--- src/rtl/ifetch_pkg.sv ---
// Shared fetch-path definitions: FSM state encoding, fetch stride and buffer sizing.
package ifetch_pkg;

  localparam int unsigned FETCH_STRIDE = 4;
  localparam int unsigned FIFO_DEPTH   = 2;
  localparam int unsigned CNT_W        = 2;

  typedef enum logic [1:0] {
    ST_RUN  = 2'd0,
    ST_WAIT = 2'd1,
    ST_DROP = 2'd2
  } fetch_state_e;

endpackage

--- src/rtl/ifetch_if.sv ---
// Fetch-unit bus bundle: redirect input, instruction-memory port and decode handshake.
interface ifetch_if #(
  parameter int unsigned ADDR_W = 32,
  parameter int unsigned DATA_W = 32
);

  logic [ADDR_W-1:0] pc_w_i;
  logic              redirect_w_i;
  logic              mem_req_w_o;
  logic [ADDR_W-1:0] mem_addr_w_o;
  logic              mem_gnt_w_i;
  logic              mem_rvalid_w_i;
  logic [DATA_W-1:0] mem_rdata_w_i;
  logic              instr_valid_w_o;
  logic [DATA_W-1:0] instr_w_o;
  logic [ADDR_W-1:0] instr_pc_w_o;
  logic              instr_ready_w_i;

  modport master (
    input  pc_w_i, redirect_w_i, mem_gnt_w_i, mem_rvalid_w_i, mem_rdata_w_i, instr_ready_w_i,
    output mem_req_w_o, mem_addr_w_o, instr_valid_w_o, instr_w_o, instr_pc_w_o
  );

  modport slave (
    output pc_w_i, redirect_w_i, mem_gnt_w_i, mem_rvalid_w_i, mem_rdata_w_i, instr_ready_w_i,
    input  mem_req_w_o, mem_addr_w_o, instr_valid_w_o, instr_w_o, instr_pc_w_o
  );

endinterface

--- src/rtl/ifetch_fifo.sv ---
// Two-entry shifting instruction buffer; the head always sits in head_q so it can drive
// outputs straight from a flop. Flush wins over push and pop.
module ifetch_fifo
  import ifetch_pkg::*;
#(
  parameter int unsigned WIDTH = 64
) (
  input  logic             clk_i,
  input  logic             rst_ni,
  input  logic             push_i,
  input  logic             pop_i,
  input  logic             flush_i,
  input  logic [WIDTH-1:0] wdata_i,
  output logic [WIDTH-1:0] head_o,
  output logic             full_o,
  output logic             empty_o,
  output logic [CNT_W-1:0] count_o
);

  logic [WIDTH-1:0] head_q, head_d;
  logic [WIDTH-1:0] tail_q, tail_d;
  logic [CNT_W-1:0] cnt_q, cnt_d;
  logic [CNT_W-1:0] slot;
  logic             full_q, empty_q;
  logic             pop_ok, push_ok;

  always_comb begin
    head_d  = head_q;
    tail_d  = tail_q;
    cnt_d   = cnt_q;
    pop_ok  = pop_i && (cnt_q != '0);
    push_ok = push_i && ((cnt_q != CNT_W'(FIFO_DEPTH)) || pop_ok);
    slot    = cnt_q - CNT_W'(pop_ok);
    if (flush_i) begin
      cnt_d = '0;
    end else begin
      if (pop_ok) head_d = tail_q;
      // A push lands in whichever slot is free once this cycle's pop has shifted.
      if (push_ok) begin
        if (slot == '0) head_d = wdata_i;
        else            tail_d = wdata_i;
      end
      cnt_d = cnt_q + CNT_W'(push_ok) - CNT_W'(pop_ok);
    end
  end

  always_ff @(posedge clk_i) begin
    if (!rst_ni) begin
      head_q  <= '0;
      tail_q  <= '0;
      cnt_q   <= '0;
      full_q  <= 1'b0;
      empty_q <= 1'b1;
    end else begin
      head_q  <= head_d;
      tail_q  <= tail_d;
      cnt_q   <= cnt_d;
      full_q  <= (cnt_d == CNT_W'(FIFO_DEPTH));
      empty_q <= (cnt_d == '0);
    end
  end

  assign head_o  = head_q;
  assign full_o  = full_q;
  assign empty_o = empty_q;
  assign count_o = cnt_q;

endmodule

--- src/rtl/ifetch.sv ---
// Instruction fetch unit: one outstanding memory read, two-entry instruction buffer,
// redirect flushes the buffer and discards any in-flight response.
module ifetch
  import ifetch_pkg::*;
#(
  parameter int unsigned       ADDR_W   = 32,
  parameter int unsigned       DATA_W   = 32,
  parameter logic [ADDR_W-1:0] RESET_PC = ADDR_W'(32'h0000_0000)
) (
  input logic      clk_w_i,
  input logic      res_w_i_l,
  ifetch_if.master bus
);

  localparam int unsigned ENT_W = ADDR_W + DATA_W;

  fetch_state_e      state_q, state_d;
  logic [ADDR_W-1:0] fetch_q, fetch_d;
  logic [ADDR_W-1:0] addr_q, addr_d;
  logic              req_q, req_d;
  logic              grant;
  logic              push, pop, flush;
  logic [CNT_W-1:0]  occ_d;

  logic [ENT_W-1:0]  fifo_wdata;
  logic [ENT_W-1:0]  fifo_head;
  logic              fifo_full, fifo_empty;
  logic [CNT_W-1:0]  fifo_cnt;

  // Response in WAIT belongs to the address just before the advanced fetch pointer.
  assign fifo_wdata = {bus.mem_rdata_w_i, fetch_q - ADDR_W'(FETCH_STRIDE)};

  always_comb begin
    state_d = state_q;
    fetch_d = fetch_q;
    req_d   = 1'b0;
    push    = 1'b0;
    pop     = 1'b0;
    flush   = 1'b0;
    occ_d   = fifo_cnt;
    grant   = req_q && bus.mem_gnt_w_i;
    if (bus.redirect_w_i) begin
      flush   = 1'b1;
      fetch_d = bus.pc_w_i & ~(ADDR_W'(FETCH_STRIDE) - ADDR_W'(1));
      unique case (state_q)
        ST_RUN:           if (grant) state_d = ST_DROP;
        ST_WAIT, ST_DROP: state_d = bus.mem_rvalid_w_i ? ST_RUN : ST_DROP;
        default:          state_d = ST_RUN;
      endcase
    end else begin
      pop = bus.instr_ready_w_i && !fifo_empty;
      unique case (state_q)
        ST_RUN: begin
          if (grant) begin
            state_d = ST_WAIT;
            fetch_d = fetch_q + ADDR_W'(FETCH_STRIDE);
          end
        end
        ST_WAIT: begin
          if (bus.mem_rvalid_w_i) begin
            push    = !fifo_full || pop;
            state_d = ST_RUN;
          end
        end
        ST_DROP: if (bus.mem_rvalid_w_i) state_d = ST_RUN;
        default: state_d = ST_RUN;
      endcase
      // Request only when nothing is in flight and the buffer will have room.
      occ_d = fifo_cnt + CNT_W'(push) - CNT_W'(pop);
      req_d = (state_d == ST_RUN) && (occ_d < CNT_W'(FIFO_DEPTH));
    end
    addr_d = fetch_d;
  end

  always_ff @(posedge clk_w_i) begin
    if (!res_w_i_l) begin
      state_q <= ST_RUN;
      fetch_q <= RESET_PC;
      addr_q  <= RESET_PC;
      req_q   <= 1'b0;
    end else begin
      state_q <= state_d;
      fetch_q <= fetch_d;
      addr_q  <= addr_d;
      req_q   <= req_d;
    end
  end

  ifetch_fifo #(
    .WIDTH (ENT_W)
  ) u_fifo (
    .clk_i   (clk_w_i),
    .rst_ni  (res_w_i_l),
    .push_i  (push),
    .pop_i   (pop),
    .flush_i (flush),
    .wdata_i (fifo_wdata),
    .head_o  (fifo_head),
    .full_o  (fifo_full),
    .empty_o (fifo_empty),
    .count_o (fifo_cnt)
  );

  assign bus.mem_req_w_o     = req_q;
  assign bus.mem_addr_w_o    = addr_q;
  assign bus.instr_valid_w_o = !fifo_empty;
  assign bus.instr_w_o       = fifo_head[ENT_W-1:ADDR_W];
  assign bus.instr_pc_w_o    = fifo_head[ADDR_W-1:0];

endmodule
--- src/flat_wrapper.sv ---
// flat-port wrapper written by rule: the top's interface ports become plain ports
module ifetch_flat import ifetch_pkg::*;
#(
  parameter int unsigned       ADDR_W   = 32,
  parameter int unsigned       DATA_W   = 32,
  parameter logic [ADDR_W-1:0] RESET_PC = ADDR_W'(32'h0000_0000)
)
  (clk_w_i, res_w_i_l, bus_pc_w_i, bus_redirect_w_i, bus_mem_gnt_w_i, bus_mem_rvalid_w_i, bus_mem_rdata_w_i, bus_instr_ready_w_i, bus_mem_req_w_o, bus_mem_addr_w_o, bus_instr_valid_w_o, bus_instr_w_o, bus_instr_pc_w_o);
  ifetch_if #(.ADDR_W(ADDR_W), .DATA_W(DATA_W)) bus_i ();
  input logic clk_w_i;
  input logic res_w_i_l;
  input wire logic [$bits(bus_i.pc_w_i)-1:0] bus_pc_w_i;
  input wire logic [$bits(bus_i.redirect_w_i)-1:0] bus_redirect_w_i;
  input wire logic [$bits(bus_i.mem_gnt_w_i)-1:0] bus_mem_gnt_w_i;
  input wire logic [$bits(bus_i.mem_rvalid_w_i)-1:0] bus_mem_rvalid_w_i;
  input wire logic [$bits(bus_i.mem_rdata_w_i)-1:0] bus_mem_rdata_w_i;
  input wire logic [$bits(bus_i.instr_ready_w_i)-1:0] bus_instr_ready_w_i;
  output wire logic [$bits(bus_i.mem_req_w_o)-1:0] bus_mem_req_w_o;
  output wire logic [$bits(bus_i.mem_addr_w_o)-1:0] bus_mem_addr_w_o;
  output wire logic [$bits(bus_i.instr_valid_w_o)-1:0] bus_instr_valid_w_o;
  output wire logic [$bits(bus_i.instr_w_o)-1:0] bus_instr_w_o;
  output wire logic [$bits(bus_i.instr_pc_w_o)-1:0] bus_instr_pc_w_o;
  assign bus_i.pc_w_i = bus_pc_w_i;
  assign bus_i.redirect_w_i = bus_redirect_w_i;
  assign bus_i.mem_gnt_w_i = bus_mem_gnt_w_i;
  assign bus_i.mem_rvalid_w_i = bus_mem_rvalid_w_i;
  assign bus_i.mem_rdata_w_i = bus_mem_rdata_w_i;
  assign bus_i.instr_ready_w_i = bus_instr_ready_w_i;
  assign bus_mem_req_w_o = bus_i.mem_req_w_o;
  assign bus_mem_addr_w_o = bus_i.mem_addr_w_o;
  assign bus_instr_valid_w_o = bus_i.instr_valid_w_o;
  assign bus_instr_w_o = bus_i.instr_w_o;
  assign bus_instr_pc_w_o = bus_i.instr_pc_w_o;
  ifetch #(.ADDR_W(ADDR_W), .DATA_W(DATA_W), .RESET_PC(RESET_PC)) u_core (.clk_w_i(clk_w_i), .res_w_i_l(res_w_i_l), .bus(bus_i));
endmodule
--- config.mk ---
export PLATFORM = sky130hd
export DESIGN_NAME = ifetch_flat
export DESIGN_NICKNAME = d
export VERILOG_FILES = /design/src/rtl/ifetch_pkg.sv /design/src/rtl/ifetch_if.sv /design/src/rtl/ifetch_fifo.sv /design/src/rtl/ifetch.sv /design/src/flat_wrapper.sv
export SDC_FILE = /design/constraint.sdc
export NUM_CORES = 1
export LEC_CHECK = 0
export BUFFER_PORTS_ARGS = -buffer_cell sky130_fd_sc_hd__buf_4
export CORE_UTILIZATION = 45
export CTS_CLUSTER_SIZE = 25
export DETAILED_ROUTE_END_ITERATION = 10
export GPL_TIMING_DRIVEN = 0
export HOLD_SLACK_MARGIN = 0.12
export PLACE_DENSITY = 0.73
export SLEW_MARGIN = 0
export SYNTH_ARGS = -nofsm -noshare
export SYNTH_HDL_FRONTEND = slang
export SYNTH_SLANG_ARGS = --single-unit
--- constraint.sdc ---
create_clock -name clk_w_i -period 2.6 [get_ports clk_w_i]
set_input_delay 0.52 -clock clk_w_i [delete_from_list [all_inputs] [get_ports clk_w_i]]
set_output_delay 0.52 -clock clk_w_i [all_outputs]
set_load 0.01 [all_outputs]
# Word-level counts from Yosys, hierarchy flattened
# Index checks and enable logic that the tools add are counted.
# word_totals
register_bits,167
inputBits,70
elab_cells,67
# classes
add_sub_neg,7
order_cmp,1
eq_ne,5
mux,21
bitwise,3
reduce_logical,21
# op_table
cell,n
64-bit two-way mux,3
32-bit two-way mux,3
32-bit by 3-bit adder with 32-bit output (second input constant),1
32-bit by 3-bit subtractor with 32-bit output (second input constant),1
2-bit two-way mux,7
2-bit logical NOT,4
2-bit case mux with 2 select lines,2
1-bit two-way mux,6
2-bit nonzero test,3
2-bit by 1-bit subtractor with 2-bit output,3
1-bit logical AND,5
2-bit by 1-bit adder with 2-bit output,2
2-bit == test (second input constant),2
2-bit AND reduction,2
2-bit OR reduction,2
3-bit by 2-bit != test with 1-bit output (second input constant),1
1-bit NOT,3
3-bit AND reduction,1
2-bit by 1-bit == test with 1-bit output (second input constant),1
1-bit logical NOT,2
1-bit logical OR,2
2-bit less-than comparator (second input constant),1
2-bit != test (second input constant),1

# Logic depth before layout (Yosys ltp)
# Gate-level depths: netlist of the first run.
# logic_depth
word_depth,12
depth_mapped,13
ltp_nobuf,11

# By module
# From an unflattened synthesis of the first run, not the netlist that was laid out.
# unflattened
hier_cells,1209
area_unflattened_um2,10133.5
# by_module_without_submodules
module,n_inst,cells_each,area_per_inst_um2,seq_area_each_um2
ifetch_fifo,1,862,7489.7,2642.5
ifetch,1,347,2643.8,660.6

# Least setup slack after synthesis of the first run
# Ideal clock, no wire load.
# synth_path
path_kind,input -> register
from,in bus_redirect_w_i
to,"reg u_core.u_fifo.full_q, in the netlist u_core.u_fifo.full_o"
setup_time_ns,0.076
t_arrival_ns,2.616
required_ns,2.524
setup_slack_ns,-0.092
cell_stages,11
n_path_buf,1
cell_sequence,nor3b_1 nand2_1 inv_2 buf_1 ha_1 inv_1 ha_1 xor2_1 nor2_1 nor3_1 a21boi_0
# synth_via
elab_chain_cells,8
# synth_rtl
item,line,source
"start, declared",flat_wrapper.sv:13,input wire logic [$bits(bus_i.redirect_w_i)-1:0] bus_redirect_w_i;
1-bit two-way mux,ifetch.sv:42,if (bus.redirect_w_i) begin
1-bit logical AND,ifetch_fifo.sv:31,pop_ok = pop_i && (cnt_q != '0);
1-bit logical OR,ifetch_fifo.sv:32,push_ok = push_i && ((cnt_q != CNT_W'(FIFO_DEPTH)) || pop_ok);
1-bit logical AND,ifetch_fifo.sv:32,
2-bit by 1-bit adder with 2-bit output,ifetch_fifo.sv:43,cnt_d = cnt_q + CNT_W'(push_ok) - CNT_W'(pop_ok);
2-bit by 1-bit subtractor with 2-bit output,ifetch_fifo.sv:43,
2-bit two-way mux *,ifetch_fifo.sv:34,if (flush_i) begin
2-bit == test *,ifetch_fifo.sv:58,full_q <= (cnt_d == CNT_W'(FIFO_DEPTH));
"end signal, assigned",ifetch_fifo.sv:58,
"end, declared",ifetch_fifo.sv:24,"logic full_q, empty_q;"
# Mark *: on every way between the ends. The rest lies on a longest branch, timed or not.
# A chain may end at the register's enable or synchronous reset.

# Final worst setup path of the first run
# layout_path
from,"reg u_core.u_fifo.empty_q, in the netlist u_core.u_fifo.empty_o"
to,"reg u_core.u_fifo.full_q, in the netlist u_core.u_fifo.full_o"
# layout_via
elab_chain_cells,12
# layout_rtl
item,line,source
"start, declared",ifetch_fifo.sv:24,
"start signal, assigned",ifetch_fifo.sv:59,empty_q <= (cnt_d == '0);
1-bit logical NOT *,ifetch.sv:51,pop = bus.instr_ready_w_i && !fifo_empty;
1-bit logical AND *,ifetch.sv:51,
1-bit logical OR,ifetch.sv:61,push = !fifo_full || pop;
1-bit two-way mux,ifetch.sv:60,if (bus.mem_rvalid_w_i) begin
1-bit two-way mux,ifetch.sv:52,unique case (state_q)
1-bit two-way mux (2 in series),ifetch.sv:42,
1-bit logical AND,ifetch_fifo.sv:32,
2-bit by 1-bit adder with 2-bit output,ifetch_fifo.sv:43,
2-bit by 1-bit subtractor with 2-bit output *,ifetch_fifo.sv:43,
2-bit two-way mux *,ifetch_fifo.sv:34,
2-bit == test *,ifetch_fifo.sv:58,
# Mark *: on every way between the ends. The rest lies on a longest branch, timed or not. The select of a mux whose other input is x is not followed.

==> key figures, run 1 <==
STA
  • Final hold slack: 0.312 ns
  • Final hold violations: 0
  • Minimum clock period: 2.59 ns
  • Fin. max-slew vios: 0
  • Fmax: 0.386 GHz
  • Worst slew margin: 0.386
  • Worst slew pin tran: 0.912 ns
  • RSZ-0062 raised after global routing: yes
  • Clock Skew: 0.00893 ns
  • # setup viols final: 0
  • Final period utilization: 0.997

Cells and area
  • Fill count: 1579
  • Fin cells: 1416
  • Diode count: 0
  • Area delta synth->final: 28.0%
  • Final Util: 0.597
  • Fraction of layout instances using a drive strength above 1: 0.222
  • Design Area, Final: 0.0104 sq mm
  • Storage element area: 0.00326 sq mm
  • Area occupied by multi-input gates: 0.00451 sq mm
  • Final net count: 1256

Power and ir drop
  • Seq pwr share: 0.450
  • Internal power: 4.21 mW
  • Leakage power: 3.68 nW
  • Pwr Total: 5.79 mW
  • Max VDD drop: 0.000517 V
  • Logic gate share of total power: 0.122
  • Switching pwr: 1.58 mW
  • P per Cell Area: 555 mW/mm^2
  • Clk pwr share: 0.429
  • Sw Ratio: 0.274

GRT
  • Total grt overflow: 0
  • First-pass GRT wire length: 43.2 mm
  • All-Layer GR Usage: 0.300
  • Vias in the first global route: 8125
  • Initial antenna violation count: 0
  • Largest net degree at the start of global routing: 20

Setup path
  • Crit path required time: 2.95 ns
  • RR Endpoint: u_core.u_fifo.full_o
  • Worst Setup SP: u_core.u_fifo.empty_o
  • Critical R2R Launch: u_core.u_fifo.empty_o
  • Critical path arrival: 2.95 ns
  • Worst setup SP type: flip-flop
  • R2R depth: 10
  • Crit-path max FO: 10
  • Setup Crit Path Kind: flip-flop to flip-flop
  • Crit path to: u_core.u_fifo.full_o
  • Reg2reg setup slack: 0.008 ns
  • Crit path capture type: flip-flop

Placement
  • Placed cells: 1386
  • IO Port Bufs: 162
  • GP Congestion: 0.884
  • Post-DP Area: 0.00966 sq mm
  • DP HPWL: 20.1 mm

Min path
  • Hold Crit Class: primary input to flip-flop

Detailed routing
  • Total wire length: 28.2 mm
  • DRC violation count after routing: 0
  • Iter 0 DRT Violations: 981
  • Number of vias per cell: 6.26
  • Vias: 8864
  • DR WL/cell: 19.9 microns
  • DRT antenna net count: 0
  • Met3 wire length: 2.85 mm
  • Max layer used: met4
  • WL met2: 12.9 mm
  • First-pass iteration count of the detailed router: 5
  • Met1 WL: 11.8 mm

Synthesis
  • Syn avg cell area: 8.17 sq um
  • Yosys reg bits: 163
  • Area contributors post-synth: dfxtp_1 (40%), a311oi_1 (5.5%), a21oi_1 (5.3%)
  • Yosys top cell area share: 0.400
  • Mapped cell area: 0.00815 sq mm
  • Post-synth cell types: 61
  • Seq/Total Area, Yosys: 0.400
  • Number of synthesized flops with an enable pin: 0
  • Post-synth ARST share: 0
  • Synth area leader: dfxtp_1
  • Ys flop type: dfxtp_1
  • Syn. warnings: 0
  • Syn Inst Count: 998

CTS
  • CTS tree: yes
  • TritonCTS buffer count: 17
  • Clock latency on the worst-skew pair: 0.43 ns
  • CTS clk-pin slew, worst paths: 0.07 ns
  • Clock Tree Buf Depth: 2
  • Sink Count: 163
  • Clk Tree Root Cell: clkbuf_16
  • Post-CTS Hold Buffers: 0
  • H-tree levels: 4

Die
  • Die Width: 137 microns
  • # IOs: 168
  • Die ar.: 0.0187 sq mm
  • Initial core utilization: 0.466
  • Die height: 137 microns
  • Placement row count: 48
  • Core Area: 0.0175 sq mm

Outcome
  • Status: finished, final reports clean

Job
  • Max-cap violations: 0
[critical path, stage by stage, from the launching register on]
cell,delay (ns)
dfxtp_1,0.39
nor2b_2,0.39
clkbuf_2,0.34
o21ai_0,0.14
ha_1,0.29
inv_1,0.04
ha_1,0.17
xor2_1,0.15
and2_1,0.16
nor3_1,0.25
a21boi_0,0.21
[Yosys cell counts, types with 2 or more instances]
cell       count
a211o_1        2
a211oi_1      26
a21boi_0       4
a21oi_1       87
a22o_1         3
a22oi_1        7
a311oi_1      51
a31o_2         4
a31oi_1        9
a32oi_1        2
and2_1         3
and3_1        12
and4_1        21
buf_1          7
buf_2          9
buf_4          2
clkbuf_1      91
dfxtp_1      163
ha_1           7
inv_1         15
mux2i_1        2
nand2_1       75
nand2b_1       6
nand3_1       59
nand4_1       27
nor2_1        44
nor2b_1        6
nor3_1        19
nor3b_1        6
nor4_1        14
o2111ai_1      2
o211ai_1      23
o21ai_0       65
o221ai_1       2
o2bb2ai_1     11
o31ai_1       12
or2_2          8
or3_1         17
or4_1         30
or4_4          2
xnor2_1       17
xor2_1         7
[stage by stage]
step                setup WS [ns]  TNS, ns
global route              -0.0858   -0.130
finish                    0.00818        0
floorplan                  0.0611        0
CTS                      0.000831        0
detailed placement         -0.745    -4.24
global placement           -0.727    -4.10
[metal layers]
layer | GRT usage | vias to the layer above
met2 | 0.469 | 509
met3 | 0.0693 | 57
met4 | 0.123 | 0
met1 | 0.397 | 4152
met5 | 0 | -
li1 | - | 4146
[registers in the layout, summed over array words and instances (netlist names)]
name	flops
u_core.u_fifo.count_o	2
u_core.u_fifo.empty_o	1
u_core.u_fifo.head_o	64
u_core.u_fifo.tail_q	62
u_core.fetch_q	30
u_core.u_fifo.full_o	1
u_core.bus.mem_req_w_o	1
u_core.state_q	2
[placed cells by master, fill, tap and decap left out, drive strengths merged, types with 7 or more instances in the layout]
master,count
buf,191
dfxtp,163
clkbuf,99
a21oi,87
nand2,75
o21ai,65
nand3,59
a311oi,51
nor2,44
or4,32
nand4,27
a211oi,26
o211ai,23
and4,21
inv,21
nor3,19
or3,17
xnor2,17
nor4,14
and3,12
o31ai,12
o2bb2ai,11
a31oi,9
or2,8
xor2,7
a22oi,7
ha,7
[final cells by class]
cell class | count | area share
inverters | 17 | 0.00636
repair buffers | 171 | 0.123
well taps | 225 | 0.0270
plain buffers | 100 | 0.0432
flip-flops and latches | 163 | 0.313
multi-input cells | 709 | 0.432
clock buffers | 19 | 0.0434
clock inverters | 12 | 0.0118
[timing repair]
action	4_1_cts	5_1_grt
cloned	0	0
setup buffers	2	7
endpoints found under the hold margin	0	0
endpoints found under the setup margin	25	65
resized for setup	18	52
pin swaps	1	8
[worst min path at each step]
stage,start,end,slack (ns),depth (start not counted)
final,bus_pc_w_i[18],u_core.fetch_q[18],0.31,3
after global routing,bus_pc_w_i[18],u_core.fetch_q[18],0.32,3
after CTS,bus_pc_w_i[18],u_core.fetch_q[18],0.31,3
after detailed placement,u_core.u_fifo.head_o[1],u_core.u_fifo.head_o[1],0.45,1
after global placement,u_core.u_fifo.head_o[1],u_core.u_fifo.head_o[1],0.45,1
after floorplan,u_core.u_fifo.tail_q[32],u_core.u_fifo.head_o[32],0.45,2
[logic make-up after synthesis]
kind of cell | after synthesis | share of synthesized area
flip-flops | 163 | 0.400
AO/OA/AOI/OAI | 319 | 0.259
other | 1 | 0.000460
AND/OR/NAND/NOR | 354 | 0.238
XOR/XNOR | 24 | 0.0258
multiplexers | 3 | 0.00384
buffers and inverters | 127 | 0.0617
adder cells (fa/ha/maj) | 7 | 0.0107
[power by group through the flow]
stage	sequential, mW	combinational [mW]	clock, mW
2_1_floorplan	2.65	0.350	0
3_5_place_dp	2.64	0.656	0
4_1_cts	2.59	0.663	2.48
5_1_grt	2.61	0.753	2.59
6_report	2.60	0.704	2.48
3_3_place_gp	2.64	0.651	0
Power figures use the tool's default switching activity.
==> run 2: changes to the inputs <==
Settings changed: CORE_UTILIZATION 45 to 25, PLACE_DENSITY 0.73 to 0.47.
==> run 2 against run 1 <==
- sequential power about the same
- count of clock-buffer cells in the layout fell by 2
- maximum frequency rose by 2.0%
- hold slack improved by 0.018 ns
- total power increased by 1.9%
- non-clock buffer count down 2
- die area is 79% higher
- final area is 3.0% higher
- global-route usage is 11 points lower
- final cell count increased by 15%
- critical path type unchanged
- highest routed layer unchanged
==> key figures, run 2 (synthesized netlist as in run 1, its figures left out) <==
Outcome
  • Status: finished, final reports clean

Die
  • # IOs: 168
  • Placement row count: 65
  • Die height: 183 microns
  • Die Width: 183 microns
  • Initial core utilization: 0.256
  • Core Area: 0.0318 sq mm
  • Die ar.: 0.0333 sq mm

STA
  • Fin. max-slew vios: 0
  • Minimum clock period: 2.54 ns
  • # setup viols final: 0
  • Final hold violations: 0
  • Fmax: 0.394 GHz
  • PnR worst setup slack: 0.0594 ns
  • Worst slew margin: 0.347
  • Clock Skew: 0.0182 ns
  • Worst slew pin tran: 0.978 ns
  • RSZ-0062 raised after global routing: yes
  • Setup TNS: 0 ns
  • Final period utilization: 0.977
  • Final hold slack: 0.329 ns

Setup path
  • Critical path arrival: 2.88 ns
  • Crit path capture type: flip-flop
  • Worst setup SP type: flip-flop
  • Crit path to: u_core.u_fifo.tail_q[30]
  • Crit-path max FO: 10
  • Setup Crit Path Kind: flip-flop to flip-flop
  • RR Endpoint: u_core.u_fifo.tail_q[30]
  • Worst Setup SP: u_core.fetch_q[18]
  • Critical R2R Launch: u_core.fetch_q[18]
  • R2R depth: 6
  • Crit path required time: 2.94 ns
  • Reg2reg setup slack: 0.06 ns

Cells and area
  • Fill count: 3377
  • Most frequent cells in the layout: buf_4 (175), dfxtp_1 (160), a21oi_1 (87), nand2_1 (74), clkbuf_1 (69)
  • Diode count: 0
  • Fraction of layout instances using a drive strength above 1: 0.228
  • Design Area, Final: 0.0107 sq mm
  • Final Util: 0.338
  • Fin cells: 1625
  • Area delta synth->final: 31.8%
  • Max FFs per register: 64
  • Commonest non-fill, non-tap cell in the layout: buf_4
  • Final net count: 1254

Detailed routing
  • DR WL/cell: 20.2 microns
  • DRT antenna net count: 0
  • First-pass iteration count of the detailed router: 5
  • Iter 0 DRT Violations: 545
  • Vias: 8589
  • DRC violation count after routing: 0
  • Number of vias per cell: 5.29
  • Total wire length: 32.8 mm

GRT
  • Vias in the first global route: 8340
  • Largest net degree at the start of global routing: 20
  • All-Layer GR Usage: 0.195
  • Total grt overflow: 0
  • Initial antenna violation count: 0
  • First-pass GRT wire length: 49.8 mm

Placement
  • Post-DP Area: 0.00992 sq mm
  • IO Port Bufs: 162
  • GP Congestion: 0.901
  • Placed cells: 1596
  • Pre-CTS setup slack: -0.903 ns
  • DP HPWL: 24.3 mm

CTS
  • CTS clk-pin slew, worst paths: 0.07 ns
  • Clock latency on the worst-skew pair: 0.44 ns
  • Clk Tree Root Cell: clkbuf_16
  • Clock Tree Buf Depth: 2
  • Sink Count: 163
  • CTS tree: yes
  • H-tree levels: 4
  • TritonCTS buffer count: 17

Job
  • Max-cap violations: 0

Power and ir drop
  • Pwr Total: 5.90 mW
  • Leakage power: 3.70 nW
  • Max VDD drop: 0.000424 V
  • P per Cell Area: 549 mW/mm^2

Min path
  • Hold Crit Class: primary input to flip-flop
-- run 2: metal layers --
| metal | part of all wire | GRT usage | vias to the layer above |
|---|---|---|---|
| met5 | 0 | 0 | - |
| met4 | 0.016 | 0.0635 | 0 |
| met3 | 0.060 | 0.0285 | 29 |
| met2 | 0.46 | 0.306 | 310 |
| met1 | 0.47 | 0.271 | 4104 |
| li1 | - | - | 4146 |
-- run 2: layout make-up --
type	instances	area, sq um	area share
multi-input combinational	709	4520	0.421
inverter	17	68.8	0.00641
tap	435	544	0.0507
sequential	163	3270	0.304
timing repair buffer	170	1280	0.119
clock inverter	15	185	0.0172
buffer	99	457	0.0425
clock buffer	17	425	0.0396
-- run 2: what timing repair did --
action                                  4_1_cts  5_1_grt
gates resized for setup                      30       42
pin swaps                                     4        4
buffers inserted                              5        3
endpoints found under the setup margin       36       54
hold buffers                                  0        0
-- run 2: critical path: stages (launching register included) --
cell and delay, ns:
dfxtp_1 0.33, buf_6 0.15, or4_1 0.53, buf_6 0.16, or4b_1 0.57, or4_4 0.44, a311oi_1 0.25
-- run 2: power by group --
part | switching [mW] | leakage, nW | internal (mW)
Clock | 1.28 | 0.286 | 1.31
Combinational | 0.431 | 2.09 | 0.277
Sequential | 0.0687 | 1.32 | 2.54
Total | 1.78 | 3.70 | 4.12
-- run 2: how the worst min path moves through the flow --
stage                                  start                  endpoint  slack, ns  depth (start not counted)
global route           bus_mem_rdata_w_i[13]  u_core.u_fifo.tail_q[45]       0.32                          3
floorplan           u_core.u_fifo.tail_q[32]  u_core.u_fifo.head_o[32]       0.45                          2
finish                        bus_pc_w_i[18]        u_core.fetch_q[18]       0.33                          3
global placement     u_core.u_fifo.head_o[0]   u_core.u_fifo.head_o[0]       0.45                          1
detailed placement   u_core.u_fifo.head_o[1]   u_core.u_fifo.head_o[1]       0.45                          1
CTS                           bus_pc_w_i[18]        u_core.fetch_q[18]       0.31                          3
==> run 3: changes to the inputs <==
Settings changed: PLACE_DENSITY 0.47 to 0.46, SYNTH_HIERARCHICAL from default to 1.
==> run 3 against run 2 <==
- worst setup slack got worse by 0.024 ns
- synthesized cell count increased by 21%
- flip-flop and latch count increased by 2
- count of clock-buffer cells in the layout increased by 1
- die area increased by 24%
- area after synthesis increased by 24%
- final cell count increased by 20%
- total power decreased by 0.12%
- via count increased by 27%
- sequential power about the same
- hold slack got worse by 0.033 ns
- critical path type unchanged
- largest power group unchanged
==> key figures, run 3 <==
Outcome
  • Status: finished, final reports clean

Detailed routing
  • DR WL/cell: 20.9 microns
  • Number of vias per cell: 5.59
  • Iter 0 DRT Violations: 713
  • DRC violation count after routing: 0
  • DRT antenna net count: 0
  • First-pass iteration count of the detailed router: 5
  • Vias: 10900
  • Total wire length: 40.7 mm

Synthesis
  • Synth cell count leaders: dfxtp_1 (165), o21ai_0 (98), clkbuf_1 (92)
  • Mapped cell area: 0.0101 sq mm
  • Ys flop type: dfxtp_1
  • Seq/Total Area, Yosys: 0.326
  • Largest family of logic cells by synthesized area: compound AO/OA/AOI/OAI gates
  • Synth Area in Compound Gates: 0.347
  • Synth Area in XOR/XNOR: 0.0328
  • Mux cell area share after synthesis: 0.00247
  • Synth Area in Adders: 0.00988
  • Yosys top cell area share: 0.326
  • Syn Inst Count: 1209
  • Simple-gate share of the synthesized area: 0.194
  • Syn avg cell area: 8.38 sq um
  • Number of synthesized flops with an enable pin: 0
  • Syn. warnings: 6
  • Post-synth ARST share: 0
  • Synth area leader: dfxtp_1
  • Yosys reg bits: 165
  • Area contributors post-synth: dfxtp_1 (33%), a2111oi_0 (5.5%), o32ai_1 (5.5%)
  • Most common cell in the netlist: dfxtp_1
  • Post-synth cell types: 56

Setup path
  • Crit path capture type: flip-flop
  • Critical R2R Launch: u_core/bus.mem_addr_w_o[10]
  • Worst setup SP type: flip-flop
  • Setup Crit Path Kind: flip-flop to flip-flop
  • Critical path arrival: 2.91 ns
  • Crit path required time: 2.94 ns
  • Worst Setup SP: u_core/bus.mem_addr_w_o[10]
  • Crit-path max FO: 6

Power and ir drop
  • Logic gate share of total power: 0.119
  • P per Cell Area: 456 mW/mm^2
  • Leakage power: 4.28 nW
  • Internal power: 4.15 mW
  • Max VDD drop: 0.000432 V
  • Seq pwr share: 0.445
  • Sw Ratio: 0.296
  • Switching pwr: 1.75 mW
  • Clk pwr share: 0.436

STA
  • Fmax: 0.390 GHz
  • Final period utilization: 0.986
  • Fin. max-slew vios: 0
  • Minimum clock period: 2.56 ns
  • Worst slew margin: 0.445
  • # setup viols final: 0
  • RSZ-0062 raised after global routing: yes
  • Clock Skew: 0.0219 ns
  • PnR worst setup slack: 0.0357 ns
  • Worst slew pin tran: 0.833 ns
  • Setup TNS: 0 ns
  • Final hold violations: 0

GRT
  • Total grt overflow: 0
  • Vias in the first global route: 10700
  • All-Layer GR Usage: 0.195
  • First-pass GRT wire length: 62.9 mm
  • Initial antenna violation count: 0
  • Largest net degree at the start of global routing: 18

CTS
  • Sink Count: 165
  • TritonCTS buffer count: 17
  • H-tree levels: 4
  • Clock latency on the worst-skew pair: 0.46 ns
  • Clock Tree Buf Depth: 2
  • CTS tree: yes
  • Clk Tree Root Cell: clkbuf_16
  • CTS clk-pin slew, worst paths: 0.07 ns

Job
  • Max-cap violations: 0

Cells and area
  • Final net count: 1488
  • Most frequent cells in the layout: buf_4 (180), dfxtp_1 (162), o21ai_0 (98), nand3_1 (85), clkbuf_1 (83)
  • Fraction of layout instances using a drive strength above 1: 0.226
  • Commonest non-fill, non-tap cell in the layout: buf_4
  • Fin cells: 1949
  • Fill count: 4328
  • Area delta synth->final: 27.6%

Placement
  • Placed cells: 1904
  • IO Port Bufs: 163
  • Pre-CTS setup slack: -1.00 ns
  • GP Congestion: 0.802
  • DP HPWL: 28.7 mm

Die
  • Die height: 203 microns
  • Die Width: 203 microns
  • # IOs: 168
  • Placement row count: 73
  • Core Area: 0.0398 sq mm
  • Initial core utilization: 0.254
  • Die ar.: 0.0413 sq mm

Min path
  • Hold Crit Class: primary input to flip-flop
  • Hold path startpoint: bus_pc_w_i[8]
==> run 3: changes by cell type after synthesis, sizes merged, moves of 30 or more <==
| cell | delta |
|---|---|
| a2111oi | +64 |
| a211oi | +40 |
| a21boi | +63 |
| a21oi | -82 |
| a311oi | -51 |
| and2 | +63 |
| buf | +55 |
| nand2 | -53 |
| nor2 | -30 |
| nor3 | +52 |
| o21ai | +34 |
| o32ai | +64 |
| o41ai | +64 |
==> run 3: kinds of logic after synthesis <==
| family | count (synthesis) |
|---|---|
| AO/OA/AOI/OAI | 471 |
| AND/OR/NAND/NOR | 343 |
| buffers and inverters | 181 |
| flip-flops | 165 |
| XOR/XNOR | 38 |
| adder cells (fa/ha/maj) | 8 |
| multiplexers | 2 |
| other | 1 |
==> run 3: repair_timing <==
action                     in CTS  in global routing
pin swaps                       6                 11
cloned                          0                  1
resized for setup              12                 43
setup endpoints to repair     137                103
hold buffers                    0                  0
setup buffers                   2                 12
==> run 3: power groups by stage <==
stage	combinational [mW]	clock [mW]	sequential, mW
6_report	0.703	2.57	2.62
3_3_place_gp	0.652	0	2.68
2_1_floorplan	0.325	0	2.68
3_5_place_dp	0.653	0	2.68
5_1_grt	0.763	2.74	2.63
4_1_cts	0.667	2.64	2.62
==> run 3: layer usage <==
metal  routed length (microns)  global-route usage  up-vias
li1                          -                   -     5167
met1                     18600               0.261     5279
met2                     18900               0.312      402
met3                      2420              0.0390       43
met4                       793              0.0631        0
met5                         0                   0        -
==> run 3: path summary, 6_finish.rpt <==
check,slack (ns),to,cells after the start
setup / recovery,0.04,u_core/u_fifo/head_o[31],8
hold / removal,0.30,u_core/bus.mem_addr_w_o[8],2
setup reg to reg,0.04,u_core/u_fifo/head_o[31],8
hold reg to reg,0.49,u_core/u_fifo/tail_q[5],2
==> run 3: critical path, stage by stage (launching register included) <==
cell and delay [ns]:
dfxtp_2 0.33, buf_6 0.13, or4_4 0.58, nor4_4 0.37, buf_6 0.17, nand4b_1 0.15, xnor2_2 0.37, nor3_2 0.07
o32ai_1 0.29
==> run 3: through the flow <==
step	power, mW	utilization	hold slack (ns)	cell area, sq um
after floorplan	3.00	-	0.463	10200
after global placement	3.33	0.302	0.474	12000
after detailed placement	3.33	0.302	0.482	12000
after CTS	5.93	0.319	0.277	12700
after global routing	6.14	0.325	0.284	12900
final	5.89	0.325	0.297	12900
==> run 3: final cells by class <==
type | count | area, sq um | share of cell area
Timing Repair Buffer | 178 | 1350 | 0.104
Multi-Input combinational cell | 870 | 6150 | 0.476
Buffer | 163 | 835 | 0.0645
Clock buffer | 18 | 439 | 0.0340
Antenna cell | 1 | 2.50 | 0.000194
Tap cell | 525 | 657 | 0.0508
Sequential cell | 165 | 3310 | 0.256
Inverter | 15 | 56.3 | 0.00435
Clock inverter | 14 | 134 | 0.0104
